[src/rtl/key_cond.sv]
// Key conditioning: 2-flop sync, per-key debounce, press/release pulses with auto-repeat.
// state  | meaning
// IDLE   | debounced level low, waiting for an accepted press
// HOLD   | pressed, counting towards the first auto-repeat
// REPEAT | held past the hold delay, pulsing every REP_CYCLES
module key_cond #(
  parameter int N_KEYS      = 4,
  parameter int DEB_CYCLES  = 1000000,
  parameter int HOLD_CYCLES = 50000000,
  parameter int REP_CYCLES  = 20000000
) (
  input  logic              clk,
  input  logic              rst,
  input  logic [N_KEYS-1:0] key_raw,
  input  logic              en,
  output logic [N_KEYS-1:0] key_level,
  output logic [N_KEYS-1:0] key_press,
  output logic [N_KEYS-1:0] key_rel
);

  localparam int DW   = $clog2(DEB_CYCLES + 1);
  localparam int HMAX = (HOLD_CYCLES > REP_CYCLES) ? HOLD_CYCLES : REP_CYCLES;
  localparam int HW   = $clog2(HMAX + 1);

  localparam logic [DW-1:0] DEB_TC  = DW'(DEB_CYCLES - 1);
  localparam logic [HW-1:0] HOLD_TC = HW'(HOLD_CYCLES - 1);
  localparam logic [HW-1:0] REP_TC  = HW'(REP_CYCLES - 1);

  typedef enum logic [1:0] {
    IDLE   = 2'd0,
    HOLD   = 2'd1,
    REPEAT = 2'd2
  } state_t;

  logic [N_KEYS-1:0] s1;
  logic [N_KEYS-1:0] s2;

  always_ff @(posedge clk or negedge rst) begin
    if (!rst) begin
      s1 <= '0;
      s2 <= '0;
    end else begin
      s1 <= key_raw;
      s2 <= s1;
    end
  end

  for (genvar g = 0; g < N_KEYS; g++) begin : g_ch
    logic [DW-1:0] dcnt;
    logic [HW-1:0] hcnt;
    state_t        state;
    logic          lvl;
    logic          prs;
    logic          rel;
    logic          lvl_nxt;
    logic          rise;
    logic          fall;

    // Edge detection looks at the level being written this cycle, so the
    // press pulse lines up with the first cycle key_level reads high.
    always_comb begin
      lvl_nxt = lvl;
      if ((s2[g] != lvl) && (dcnt == DEB_TC)) lvl_nxt = ~lvl;
    end

    assign rise = lvl_nxt & ~lvl;
    assign fall = ~lvl_nxt & lvl;

    always_ff @(posedge clk or negedge rst) begin
      if (!rst) begin
        dcnt <= '0;
        lvl  <= 1'b0;
      end else if (s2[g] == lvl) begin
        dcnt <= '0;
      end else if (dcnt == DEB_TC) begin
        dcnt <= '0;
        lvl  <= ~lvl;
      end else begin
        dcnt <= dcnt + 1'b1;
      end
    end

    always_ff @(posedge clk or negedge rst) begin
      if (!rst) begin
        state <= IDLE;
        hcnt  <= '0;
        prs   <= 1'b0;
        rel   <= 1'b0;
      end else begin
        prs <= 1'b0;
        rel <= 1'b0;
        case (state)
          IDLE: begin
            if (rise) begin
              prs   <= en;
              hcnt  <= '0;
              state <= HOLD;
            end
          end
          HOLD: begin
            if (fall) begin
              rel   <= en;
              hcnt  <= '0;
              state <= IDLE;
            end else if (hcnt == HOLD_TC) begin
              prs   <= en;
              hcnt  <= '0;
              state <= REPEAT;
            end else begin
              hcnt <= hcnt + 1'b1;
            end
          end
          REPEAT: begin
            if (fall) begin
              rel   <= en;
              hcnt  <= '0;
              state <= IDLE;
            end else if (hcnt == REP_TC) begin
              prs  <= en;
              hcnt <= '0;
            end else begin
              hcnt <= hcnt + 1'b1;
            end
          end
          default: begin
            hcnt  <= '0;
            state <= IDLE;
          end
        endcase
      end
    end

    assign key_level[g] = lvl;
    assign key_press[g] = prs;
    assign key_rel[g]   = rel;
  end

endmodule

[config.mk]
export PLATFORM = sky130hd
export DESIGN_NAME = key_cond
export DESIGN_NICKNAME = d
export VERILOG_FILES = /design/src/rtl/key_cond.sv
export SDC_FILE = /design/constraint.sdc
export NUM_CORES = 1
export LEC_CHECK = 0
export BUFFER_PORTS_ARGS = -buffer_cell sky130_fd_sc_hd__buf_2
export CORE_AREA = 2 2 165 167
export DETAILED_ROUTE_END_ITERATION = 10
export DIE_AREA = 0 0 167 169
export GPL_TIMING_DRIVEN = 1
export PLACE_DENSITY = 0.62
export SYNTH_ARGS = -nofsm -noshare
export SYNTH_HDL_FRONTEND = slang
export SYNTH_SLANG_ARGS = --single-unit
[constraint.sdc]
create_clock -name clk -period 2.7 [get_ports clk]
set_input_delay 0.405 -clock clk [delete_from_list [all_inputs] [get_ports clk]]
set_output_delay 0.405 -clock clk [all_outputs]
set_load 0.01 [all_outputs]
==> impl_metrics.prom, run 1 <==
# TYPE chip_impl_metric gauge
chip_impl_info{name="run_status",value="complete, no violations"} 1
chip_impl_info{name="setup.worst_path.start_class",value="flip-flop"} 1
chip_impl_metric{name="nets",unit=""} 1403
chip_impl_metric{name="start_util",unit="%"} 44.1
chip_impl_info{name="hold_path_startpoint",value="en"} 1
chip_impl_info{name="critical_path.reg2reg.startpoint",value="g_ch[0].dcnt[8]"} 1
chip_impl_metric{name="wl_per_cell",unit="um"} 14.8
chip_impl_metric{name="per_instance_average_area_after_synthesis",unit="um2"} 9.04
chip_impl_metric{name="cts.reportedPaths.clkPinSlew",unit="ps"} 60
chip_impl_metric{name="syn-cell-area",unit="um2"} 11700
chip_impl_metric{name="max-cap-violations",unit=""} 0
chip_impl_metric{name="ant_diodes",unit=""} 0
chip_impl_metric{name="num-fill-cells",unit=""} 2403
chip_impl_metric{name="drt_pass1_iterations",unit=""} 5
chip_impl_metric{name="path_max_fanout",unit=""} 6
chip_impl_info{name="synth.largest_area_cell",value="sky130_fd_sc_hd__dfrtp_1"} 1
chip_impl_metric{name="instances_no_fill",unit=""} 1731
chip_impl_metric{name="ys_ff_latch",unit=""} 212
chip_impl_metric{name="clock_sinks",unit=""} 212
chip_impl_metric{name="areaGrowthSynthToFinish",unit="%"} 17.0
chip_impl_metric{name="timing.hold.ws",unit="ps"} 296
chip_impl_metric{name="detailed_place_hpwl",unit="um"} 17100
chip_impl_info{name="synth_area_leaders",value="sky130_fd_sc_hd__dfrtp_1, sky130_fd_sc_hd__nand3_1, sky130_fd_sc_hd__nand2_1"} 1
chip_impl_metric{name="total_power",unit="W"} 0.00695
chip_impl_metric{name="ff2ff_setup_slack",unit="ps"} 90
chip_impl_metric{name="power.leakage",unit="nW"} 5.86
chip_impl_metric{name="seq_area_frac_synth",unit="%"} 45.4
chip_impl_metric{name="grt_start_max_net_pins",unit=""} 69
chip_impl_info{name="timing.rr.end",value="g_ch[0].hcnt[10]"} 1
chip_impl_info{name="critPathLaunch",value="g_ch[0].dcnt[8]"} 1
chip_impl_metric{name="place.gp.congestion",unit=""} 0.831
chip_impl_metric{name="rows",unit=""} 60
chip_impl_metric{name="clk_latency",unit="ps"} 510
chip_impl_metric{name="design.die.area",unit="um2"} 28200
chip_impl_metric{name="gr-usage-all-layers",unit="%"} 18.1
chip_impl_metric{name="final_antenna_net_count",unit=""} 0
chip_impl_metric{name="grt_pass1_wl",unit="um"} 44400
chip_impl_info{name="clock-root-buffer",value="sky130_fd_sc_hd__clkbuf_16"} 1
chip_impl_metric{name="powerDensity",unit="nW/um2"} 509
chip_impl_metric{name="fmax",unit="MHz"} 383
chip_impl_metric{name="worst_clock_skew",unit="ps"} 6.20
chip_impl_metric{name="grt-ovfl-total",unit=""} 0
chip_impl_metric{name="dpl.cell_count",unit=""} 1674
chip_impl_metric{name="synth_edf_count",unit=""} 0
chip_impl_metric{name="worstPathArrival",unit="ps"} 3040
chip_impl_metric{name="stdcell_area",unit="um2"} 13700
chip_impl_metric{name="crit_required",unit="ps"} 3130
chip_impl_info{name="highest_count_cells_in_the_layout_ignoring_fill_and_taps",value="sky130_fd_sc_hd__dfrtp_1, sky130_fd_sc_hd__nand2_1, sky130_fd_sc_hd__nor2_1"} 1
chip_impl_info{name="dominantRegCellSynth",value="sky130_fd_sc_hd__dfrtp_1"} 1
chip_impl_metric{name="detail_route.iter0.violations",unit=""} 659
chip_impl_metric{name="hold_viol_final",unit=""} 0
chip_impl_info{name="tritoncts",value="yes"} 1
chip_impl_metric{name="setup_viol",unit=""} 0
chip_impl_info{name="most_common_cell_after_layout_fill_and_taps_aside",value="sky130_fd_sc_hd__dfrtp_1"} 1
chip_impl_metric{name="place_area",unit="um2"} 12600
chip_impl_metric{name="period_needed",unit="ps"} 2610
chip_impl_metric{name="htree_levels",unit=""} 1
chip_impl_info{name="grt_setup_unrepaired",value="true"} 1
chip_impl_metric{name="ys_async_sr_fraction",unit="%"} 100
chip_impl_info{name="min_path_type",value="in -> reg"} 1
chip_impl_metric{name="fp.coreArea",unit="um2"} 26500
chip_impl_metric{name="layout.area.seq",unit="um2"} 5310
chip_impl_metric{name="final_layout_size_suffix_gt1_share",unit="%"} 13.3
chip_impl_metric{name="detail_route.vias_per_cell",unit=""} 5.59
chip_impl_metric{name="tritoncts.num_buffers",unit=""} 25
chip_impl_metric{name="io_buffer_count",unit=""} 18
chip_impl_metric{name="vias",unit=""} 9670
chip_impl_metric{name="synthCells",unit=""} 1291
chip_impl_metric{name="detail_route.drc_violations",unit=""} 0
chip_impl_metric{name="synth_top_area_share",unit="%"} 45.4
chip_impl_metric{name="ys_types",unit=""} 73
chip_impl_metric{name="worstMarginPinSlew",unit="ps"} 742
chip_impl_metric{name="die-height",unit="um"} 169
chip_impl_metric{name="via_count_of_the_first_global_routing_pass",unit=""} 9245
chip_impl_metric{name="mappedNetlistNets",unit=""} 1322
chip_impl_metric{name="timing_max_transition_violations_final",unit=""} 0
chip_impl_info{name="crit_end",value="g_ch[0].hcnt[10]"} 1
chip_impl_metric{name="die_width",unit="um"} 167
chip_impl_metric{name="total_of_warnings_raised_by_yosys",unit=""} 0
chip_impl_metric{name="ir_drop",unit="mV"} 0.441
chip_impl_info{name="timing.critical_path.to_type",value="flip-flop"} 1
chip_impl_metric{name="final.period_utilization",unit="%"} 96.7
chip_impl_metric{name="multi_input_comb_area",unit="um2"} 6010
chip_impl_metric{name="grt_antenna_before_repair",unit=""} 0
chip_impl_metric{name="slew-limit-headroom",unit="%"} 50.4
chip_impl_metric{name="timing.reg2reg.worst_path_depth",unit=""} 7
chip_impl_metric{name="io_pins",unit=""} 19
chip_impl_metric{name="finalWirelength",unit="um"} 25600
chip_impl_info{name="timing.setup.critical_path_class",value="reg -> reg"} 1
chip_impl_metric{name="clock_path_buffers",unit=""} 3
==> flip-flops by register name, indices dropped and copies added, names as in the netlist <==
name        count
g_ch.rel        4
g_ch.state      8
s2              4
g_ch.prs        4
g_ch.dcnt      80
s1              4
g_ch.lvl        4
g_ch.hcnt     104
==> synthesized netlist by cell type (all sizes together), types with 31 or more instances <==
master / instances
xnor2: 36
xor2: 38
nand3: 114
and3: 45
clkbuf: 31
or3: 57
nand2: 142
inv: 51
nand4: 33
nor2: 124
a21oi: 46
dfrtp: 212
o21ai: 62
==> kinds of logic (layout without fill, tap and decap cells) <==
| kind of cell | count (synthesis) | after routing | synth area share, % |
|---|---|---|---|
| AND/OR/NAND/NOR | 659 | 659 | 29.5 |
| AO/OA/AOI/OAI | 213 | 215 | 12.5 |
| flip-flops | 212 | 212 | 45.4 |
| buffers and inverters | 103 | 200 | 3.89 |
| XOR/XNOR | 74 | 74 | 5.55 |
| adder cells (fa/ha/maj) | 24 | 24 | 2.57 |
| multiplexers | 6 | 6 | 0.546 |
==> power breakdown <==
part	total [W]	leakage, nW	internal [W]	switching (W)
clock network	0.00359	0.434	0.00225	0.00133
logic	0.000149	2.49	0.0000434	0.000105
registers	0.00322	2.93	0.00320	0.0000198
total	0.00695	5.86	0.00550	0.00146
==> what timing repair did <==
item                                    in CTS  in global routing
hold endpoints to repair                    67                  0
endpoints found under the setup margin       1                 65
buffers inserted                             0                  5
hold buffers                                 5                  0
resized for setup                            0                 18
pin swaps                                    0                  4
cloned                                       0                  2
==> through the flow <==
step | TNS [ps] | utilization [%] | worst slack [ps]
final | 0 | 51.5 | 88.8
after global routing | -54.1 | 51.5 | -15.2
after CTS | -3.73 | 51.0 | -3.73
after detailed placement | 0 | 47.6 | 6.82
after global placement | 0 | 47.6 | 39.8
after floorplan | 0 | - | 98.5
==> worst min path at each step <==
stage	slack (ps)	to	cells after the start
detailed placement	340	s2[1]	0
floorplan	110	g_ch[0].dcnt[0]	0
global placement	330	s2[1]	0
CTS	270	g_ch[1].prs	3
global route	280	g_ch[3].rel	3
finish	300	g_ch[3].rel	3
==> critical path: stages (launching register included) <==
cell and delay [ps]:
sky130_fd_sc_hd__dfrtp_1 400, sky130_fd_sc_hd__or4_1 540, sky130_fd_sc_hd__or4_4 540, sky130_fd_sc_hd__o31ai_4 270
sky130_fd_sc_hd__buf_6 170, sky130_fd_sc_hd__o211ai_4 130, sky130_fd_sc_hd__or3_1 380, sky130_fd_sc_hd__o21ai_0 80
==> area by class of cell <==
cell class | instances | area share (%)
Inverter | 51 | 1.40
Multi-Input combinational cell | 978 | 44.0
Timing Repair Buffer | 104 | 6.22
Sequential cell | 212 | 38.8
Clock inverter | 12 | 1.36
Tap cell | 341 | 3.12
Clock buffer | 33 | 5.02
==> routing by layer <==
layer / global-route usage [%] / routed length (um) / up-vias
li1: - / - / 4821
met1: 26.0 / 12800 / 4679
met2: 29.6 / 11500 / 141
met3: 2.29 / 802 / 29
met4: 3.90 / 427 / 0
met5: 0 / 0 / -
Note: power is estimated with default switching activity, not from simulation.
==> run 2: changes to the inputs <==
- SETUP_SLACK_MARGIN: unset -> 0.2
==> run 2 against run 1 <==
Power decreased by 0.29%. Non-clock buffer count increased by 26. Global-route usage increased by 0.75 points. Register-to-register slack about the same. Worst hold slack got worse by 49 ps. Cell count increased by 1.5%. Worst setup slack improved by 4.7 ps. Die area unchanged. Clock skew about the same. Sequential cell count unchanged. Cell area increased by 5.0%. Critical path type unchanged. Critical endpoint is now g_ch[3].hcnt[6].
==> impl_metrics.prom, run 2 (synthesis gave the netlist of run 1 again) <==
# TYPE chip_impl_metric gauge
chip_impl_info{name="run_status",value="complete, no violations"} 1
chip_impl_metric{name="htree_levels",unit=""} 1
chip_impl_metric{name="fmax",unit="MHz"} 384
chip_impl_info{name="clock-root-buffer",value="sky130_fd_sc_hd__clkbuf_16"} 1
chip_impl_metric{name="die_width",unit="um"} 167
chip_impl_metric{name="instances_no_fill",unit=""} 1757
chip_impl_metric{name="io_pins",unit=""} 19
chip_impl_metric{name="grt_pass1_wl",unit="um"} 45700
chip_impl_metric{name="slew-limit-headroom",unit="%"} 53.4
chip_impl_metric{name="timing.critical_path.slowest_cell_delay",unit="ps"} 530
chip_impl_metric{name="design.die.area",unit="um2"} 28200
chip_impl_metric{name="cts.reportedPaths.clkPinSlew",unit="ps"} 60
chip_impl_metric{name="grt-ovfl-total",unit=""} 0
chip_impl_metric{name="timing_max_transition_violations_final",unit=""} 0
chip_impl_metric{name="crit_required",unit="ps"} 3160
chip_impl_info{name="biggestRegsByFlops",value="g_ch.hcnt: 104 flops, g_ch.dcnt: 80 flops, g_ch.state: 8 flops"} 1
chip_impl_metric{name="stdcell_area",unit="um2"} 14300
chip_impl_metric{name="worstMarginPinSlew",unit="ps"} 693
chip_impl_info{name="grt_setup_unrepaired",value="true"} 1
chip_impl_metric{name="finalWirelength",unit="um"} 27300
chip_impl_metric{name="via_count_of_the_first_global_routing_pass",unit=""} 9378
chip_impl_metric{name="tritoncts.num_buffers",unit=""} 25
chip_impl_metric{name="clock_path_buffers",unit=""} 3
chip_impl_info{name="critical_path.cell_chain",value="or4_1 -> or4b_4 -> o41a_1 -> or3_4 -> a21oi_2 -> a21o_1"} 1
chip_impl_metric{name="worst_hold_path.num_cells",unit=""} 3
chip_impl_metric{name="final_layout_size_suffix_gt1_share",unit="%"} 18.7
chip_impl_metric{name="place.gp.congestion",unit=""} 0.831
chip_impl_metric{name="final_antenna_net_count",unit=""} 0
chip_impl_metric{name="final.period_utilization",unit="%"} 96.5
chip_impl_info{name="tritoncts",value="yes"} 1
chip_impl_metric{name="period_needed",unit="ps"} 2610
chip_impl_metric{name="ir_drop",unit="mV"} 0.528
chip_impl_metric{name="detail_route.iter0.violations",unit=""} 557
chip_impl_metric{name="nets",unit=""} 1430
chip_impl_info{name="timing.critical_path.to_type",value="flip-flop"} 1
chip_impl_metric{name="worst_clock_skew",unit="ps"} 6.34
chip_impl_metric{name="clk_latency",unit="ps"} 520
chip_impl_metric{name="start_util",unit="%"} 44.1
chip_impl_metric{name="io_buffer_count",unit=""} 18
chip_impl_metric{name="timing.reg2reg.worst_path_depth",unit=""} 6
chip_impl_info{name="min_path_type",value="in -> reg"} 1
chip_impl_metric{name="clock_sinks",unit=""} 212
chip_impl_info{name="most_common_cell_after_layout_fill_and_taps_aside",value="sky130_fd_sc_hd__dfrtp_1"} 1
chip_impl_metric{name="place_area",unit="um2"} 12600
chip_impl_metric{name="worstPathArrival",unit="ps"} 3070
chip_impl_metric{name="gr-usage-all-layers",unit="%"} 18.9
chip_impl_metric{name="powerDensity",unit="nW/um2"} 484
chip_impl_metric{name="grt_start_max_net_pins",unit=""} 76
chip_impl_metric{name="path_max_fanout",unit=""} 4
chip_impl_info{name="cpMaxStageDelayCell",value="sky130_fd_sc_hd__or4_1"} 1
chip_impl_metric{name="rows",unit=""} 60
chip_impl_metric{name="die-height",unit="um"} 169
chip_impl_metric{name="setup_viol",unit=""} 0
chip_impl_metric{name="dpl.cell_count",unit=""} 1669
chip_impl_metric{name="power.leakage",unit="nW"} 6.16
chip_impl_metric{name="grt_antenna_before_repair",unit=""} 0
chip_impl_metric{name="detailed_place_hpwl",unit="um"} 17000
chip_impl_metric{name="ant_diodes",unit=""} 0
chip_impl_metric{name="areaGrowthSynthToFinish",unit="%"} 22.8
chip_impl_info{name="largest-register",value="g_ch.hcnt"} 1
chip_impl_metric{name="largest_register_ff_count",unit=""} 104
chip_impl_metric{name="final_core_utilization",unit="%"} 54.1
chip_impl_metric{name="fp.coreArea",unit="um2"} 26500
chip_impl_metric{name="drt_pass1_iterations",unit=""} 5
chip_impl_metric{name="detail_route.vias_per_cell",unit=""} 5.59
chip_impl_info{name="highest_count_cells_in_the_layout_ignoring_fill_and_taps",value="sky130_fd_sc_hd__dfrtp_1, sky130_fd_sc_hd__nand2_1, sky130_fd_sc_hd__nor2_1"} 1
chip_impl_info{name="timing.setup.critical_path_class",value="reg -> reg"} 1
chip_impl_metric{name="vias",unit=""} 9829
chip_impl_metric{name="wl_per_cell",unit="um"} 15.5
chip_impl_metric{name="total_negative_setup_slack",unit="ps"} 0
chip_impl_metric{name="hold_viol_final",unit=""} 0
chip_impl_metric{name="detail_route.drc_violations",unit=""} 0
chip_impl_metric{name="max-cap-violations",unit=""} 0
chip_impl_info{name="setup.worst_path.start_class",value="flip-flop"} 1
## run 2: cell count changes in the layout (fill, tap and decap cells not counted), sizes merged
cell / change
bufinv: -1
o211a: +1
buf: +26
clkinv: -1
clkinvlp: +1
## run 2: layer usage
layer  share of wire, %  GRT usage (%)
met1                 48           26.6
met4                2.0           4.50
met5                  0              0
met2                 46           31.1
met3                3.3           2.60
## run 2: final timing paths
path                                 startpoint               end  slack, ps
worst min register to register            s1[1]             s2[1]        350
worst min-delay path                         en       g_ch[3].rel        250
min in group asynchronous                   rst  g_ch[0].hcnt[25]        450
worst max register to register  g_ch[3].dcnt[8]   g_ch[3].hcnt[6]         90
max in group asynchronous                   rst   g_ch[2].hcnt[3]       1430
worst max-delay path            g_ch[3].dcnt[8]   g_ch[3].hcnt[6]         90
## run 2: area by class of cell
cell class	instances	area [um2]
clock buffers	33	706
clock inverters	11	158
fillers	2377	12200
inverters	51	191
multi-input cells	979	6450
flip-flops and latches	212	5310
well taps	341	427
repair buffers	130	1100
## run 2: per-stage QoR
| step | worst slack [ps] | total power [W] | hold WS (ps) |
|---|---|---|---|
| finish | 93.5 | 0.00693 | 247 |
| floorplan | 203 | 0.00332 | 109 |
| CTS | 101 | 0.00704 | 222 |
| detailed placement | 30.9 | 0.00342 | 335 |
| global route | 11.7 | 0.00717 | 253 |
| global placement | 61.8 | 0.00342 | 331 |
## run 2: worst max-delay path, delay by kind of cell (launching register included)
| family | cells | cell delay, ps |
|---|---|---|
| AND/OR/NAND/NOR | 3 | 1420 |
| AO/OA/AOI/OAI | 3 | 730 |
| flip-flops | 1 | 390 |
## run 2: repair_timing
item	4_1_cts	5_1_grt
hold endpoints to repair	75	0
buffers inserted	15	17
cloned	3	4
resized for setup	45	75
endpoints found under the setup margin	81	123
pin swaps	20	27
hold buffers	5	0
## run 2: power breakdown
part	switching (W)	leakage, nW	total (W)	internal, W
sequential	0.0000207	2.93	0.00322	0.00320
clock	0.00136	0.428	0.00356	0.00221
combinational	0.000108	2.80	0.000152	0.0000444
total	0.00149	6.16	0.00693	0.00545
==> run 3: changes to the inputs <==
- BUFFER_PORTS_ARGS: -buffer_cell sky130_fd_sc_hd__buf_2 -> unset
- CTS_CLUSTER_SIZE: unset -> 16
- DONT_BUFFER_PORTS: unset -> 1
- GPL_TIMING_DRIVEN: 1 -> 0
- PLACE_DENSITY: 0.62 -> 0.61
==> run 3 against run 2 <==
The run now ends with hold timing, setup timing left. Register-to-register slack got worse by 100 ps. Worst hold slack lost 670 ps. Count of clock-buffer cells in the layout increased by 12. Core utilization up 1.3 points. Clock power down 6.7%. Sequential share of layout area is 0.82 points lower. First-iteration DRC count increased by 14%. Cell area increased by 2.4%. Critical endpoint is now g_ch[0].hcnt[16]. Largest cell class unchanged.
==> impl_metrics.prom, run 3 (synthesis gave the netlist of run 1 again) <==
# TYPE chip_impl_metric gauge
chip_impl_metric{name="max-cap-violations",unit=""} 0
chip_impl_info{name="setup.worst_path.start_class",value="flip-flop"} 1
chip_impl_metric{name="dpl.cell_count",unit=""} 1632
chip_impl_info{name="largest-register",value="g_ch.hcnt"} 1
chip_impl_metric{name="power.leakage",unit="nW"} 6.20
chip_impl_metric{name="rows",unit=""} 60
chip_impl_metric{name="powerDensity",unit="nW/um2"} 451
chip_impl_info{name="highest_count_cells_in_the_layout_ignoring_fill_and_taps",value="sky130_fd_sc_hd__dfrtp_1, sky130_fd_sc_hd__nand2_1, sky130_fd_sc_hd__nor2_1"} 1
chip_impl_metric{name="start_util",unit="%"} 44.1
chip_impl_metric{name="path_max_fanout",unit=""} 6
chip_impl_metric{name="ctsHoldBuffers",unit=""} 5
chip_impl_metric{name="grt_pass1_wl",unit="um"} 47300
chip_impl_metric{name="place_area",unit="um2"} 12100
chip_impl_metric{name="clock_sinks",unit=""} 212
chip_impl_metric{name="total_negative_setup_slack",unit="ps"} -12.2
chip_impl_metric{name="period_needed",unit="ps"} 2710
chip_impl_info{name="run_status",value="finished with violations"} 1
chip_impl_metric{name="ant_diodes",unit=""} 0
chip_impl_metric{name="io_pins",unit=""} 19
chip_impl_metric{name="detail_route.vias_per_cell",unit=""} 5.64
chip_impl_metric{name="num-fill-cells",unit=""} 2323
chip_impl_info{name="cpMaxStageDelayCell",value="sky130_fd_sc_hd__or4_4"} 1
chip_impl_metric{name="crit_required",unit="ps"} 3120
chip_impl_metric{name="place.gp.congestion",unit=""} 0.796
chip_impl_metric{name="power.switching_fraction",unit="%"} 20.6
chip_impl_metric{name="grt-ovfl-total",unit=""} 0
chip_impl_info{name="most_common_cell_after_layout_fill_and_taps_aside",value="sky130_fd_sc_hd__dfrtp_1"} 1
chip_impl_metric{name="fmax",unit="MHz"} 369
chip_impl_metric{name="clock_path_buffers",unit=""} 3
chip_impl_metric{name="vias",unit=""} 9974
chip_impl_metric{name="gr-usage-all-layers",unit="%"} 19.6
chip_impl_info{name="biggestRegsByFlops",value="g_ch.hcnt: 104 flops, g_ch.dcnt: 80 flops, g_ch.state: 8 flops"} 1
chip_impl_metric{name="timing.critical_path.slowest_cell_delay",unit="ps"} 560
chip_impl_metric{name="design.die.area",unit="um2"} 28200
chip_impl_metric{name="multi_input_comb_area",unit="um2"} 6650
chip_impl_metric{name="layout.area.seq",unit="um2"} 5310
chip_impl_metric{name="power_frac_clock",unit="%"} 50.1
chip_impl_metric{name="grt_start_max_net_pins",unit=""} 213
chip_impl_metric{name="drt_pass1_iterations",unit=""} 4
chip_impl_metric{name="worst_clock_skew",unit="ps"} 13.7
chip_impl_info{name="grt_setup_unrepaired",value="true"} 1
chip_impl_metric{name="wl_per_cell",unit="um"} 15.9
chip_impl_metric{name="final_antenna_net_count",unit=""} 0
chip_impl_info{name="tritoncts",value="yes"} 1
chip_impl_metric{name="timing_max_transition_violations_final",unit=""} 0
chip_impl_metric{name="final_layout_size_suffix_gt1_share",unit="%"} 21.6
chip_impl_metric{name="clk_latency",unit="ps"} 530
chip_impl_metric{name="detail_route.drc_violations",unit=""} 0
chip_impl_metric{name="tritoncts.num_buffers",unit=""} 27
chip_impl_metric{name="io_buffer_count",unit=""} 0
chip_impl_metric{name="stdcell_area",unit="um2"} 14700
chip_impl_metric{name="instances_no_fill",unit=""} 1770
chip_impl_metric{name="cts.reportedPaths.clkPinSlew",unit="ps"} 60
chip_impl_info{name="clock-root-buffer",value="sky130_fd_sc_hd__clkbuf_16"} 1
chip_impl_metric{name="worstPathArrival",unit="ps"} 3130
chip_impl_metric{name="slew-limit-headroom",unit="%"} 45.3
chip_impl_metric{name="fp.coreArea",unit="um2"} 26500
chip_impl_metric{name="power.internal",unit="W"} 0.00525
chip_impl_metric{name="die-height",unit="um"} 169
chip_impl_metric{name="detail_route.iter0.violations",unit=""} 637
chip_impl_metric{name="timing.final.ws_setup",unit="ps"} -7.21
chip_impl_metric{name="finalWirelength",unit="um"} 28200
chip_impl_metric{name="power.net_switching",unit="W"} 0.00137
chip_impl_metric{name="final.period_utilization",unit="%"} 100
chip_impl_info{name="failing_checks",value="hold timing, setup timing"} 1
chip_impl_metric{name="htree_levels",unit=""} 1
chip_impl_metric{name="via_count_of_the_first_global_routing_pass",unit=""} 9669
chip_impl_info{name="min_path_type",value="in -> async"} 1
chip_impl_metric{name="timing.hold.ws",unit="ps"} -422
chip_impl_metric{name="detailed_place_hpwl",unit="um"} 16500
chip_impl_info{name="timing.setup.critical_path_class",value="reg -> reg"} 1
chip_impl_metric{name="pwr-share-comb",unit="%"} 1.2
chip_impl_metric{name="setup_viol",unit=""} 2
chip_impl_info{name="timing.critical_path.to_type",value="flip-flop"} 1
chip_impl_metric{name="nets",unit=""} 1443
chip_impl_metric{name="hold_viol_final",unit=""} 212
chip_impl_metric{name="worstMarginPinSlew",unit="ps"} 813
chip_impl_info{name="critical_path.cell_chain",value="or4_4 -> or4_4 -> buf_6 -> o31ai_4 -> o211ai_4 -> buf_6 -> buf_8 -> o311ai_4"} 1
chip_impl_metric{name="areaGrowthSynthToFinish",unit="%"} 25.8
chip_impl_metric{name="power.sequential.fraction",unit="%"} 48.7
chip_impl_metric{name="largest_register_ff_count",unit=""} 104
chip_impl_metric{name="grt_antenna_before_repair",unit=""} 2
chip_impl_metric{name="die_width",unit="um"} 167
chip_impl_metric{name="ir_drop",unit="mV"} 0.520
==> run 3: final timing paths <==
check	from	end	slack [ps]	cells after the start
max	g_ch[0].dcnt[8]	g_ch[0].hcnt[16]	-7	8
min	rst	g_ch[0].hcnt[16]	-420	0
max reg2reg	g_ch[0].dcnt[8]	g_ch[0].hcnt[16]	-7	8
min reg2reg	s1[1]	s2[1]	340	0
max in group asynchronous	rst	g_ch[2].hcnt[6]	2660	0
min in group clk	en	g_ch[2].rel	40	2
==> run 3: through the flow <==
| step | utilization (%) | setup WS (ps) | total power, W |
|---|---|---|---|
| floorplan | - | 203 | 0.00332 |
| finish | 55.4 | -7.21 | 0.00662 |
| global route | 55.4 | -91.3 | 0.00685 |
| global placement | 45.8 | -389 | 0.00333 |
| detailed placement | 45.8 | -426 | 0.00333 |
| CTS | 53.4 | -33.2 | 0.00671 |
==> run 3: layout make-up <==
type	instances	share of cell area [%]
inverter	51	1.30
clock inverter	1	0.0341
tap	341	2.91
sequential	212	36.2
clock buffer	45	5.54
buffer	52	3.20
timing repair buffer	92	5.56
multi-input combinational	976	45.3
==> run 3: power by group through the flow <==
| stage | sequential [W] | clock [W] | combinational [W] |
|---|---|---|---|
| 3_3_place_gp | 0.00327 | 0 | 0.0000564 |
| 5_1_grt | 0.00322 | 0.00353 | 0.0000929 |
| 6_report | 0.00322 | 0.00332 | 0.0000810 |
| 2_1_floorplan | 0.00327 | 0 | 0.0000446 |
| 4_1_cts | 0.00322 | 0.00342 | 0.0000725 |
| 3_5_place_dp | 0.00327 | 0 | 0.0000576 |
==> run 3: critical path: cells and delay by family (launching register included) <==
kind            cells  cell delay, ps
flops               1             390
buf+inv             3             460
compound gates      3             670
simple gates        2            1080
==> run 3: repair_timing <==
item | in CTS | in global routing
setup buffers | 45 | 31
pin swaps | 65 | 48
gates resized for setup | 211 | 79
cloned | 11 | 0
endpoints found under the hold margin | 220 | 212
setup endpoints to repair | 157 | 169
==> run 3: routing by layer <==
layer  global-route usage [%]  routed length (um)  vias up
li1                         -                   -     4893
met1                     27.8               13600     4889
met2                     32.0               13100      145
met3                     2.62                 909       47
met4                     4.91                 595        0
met5                        0                   0        -
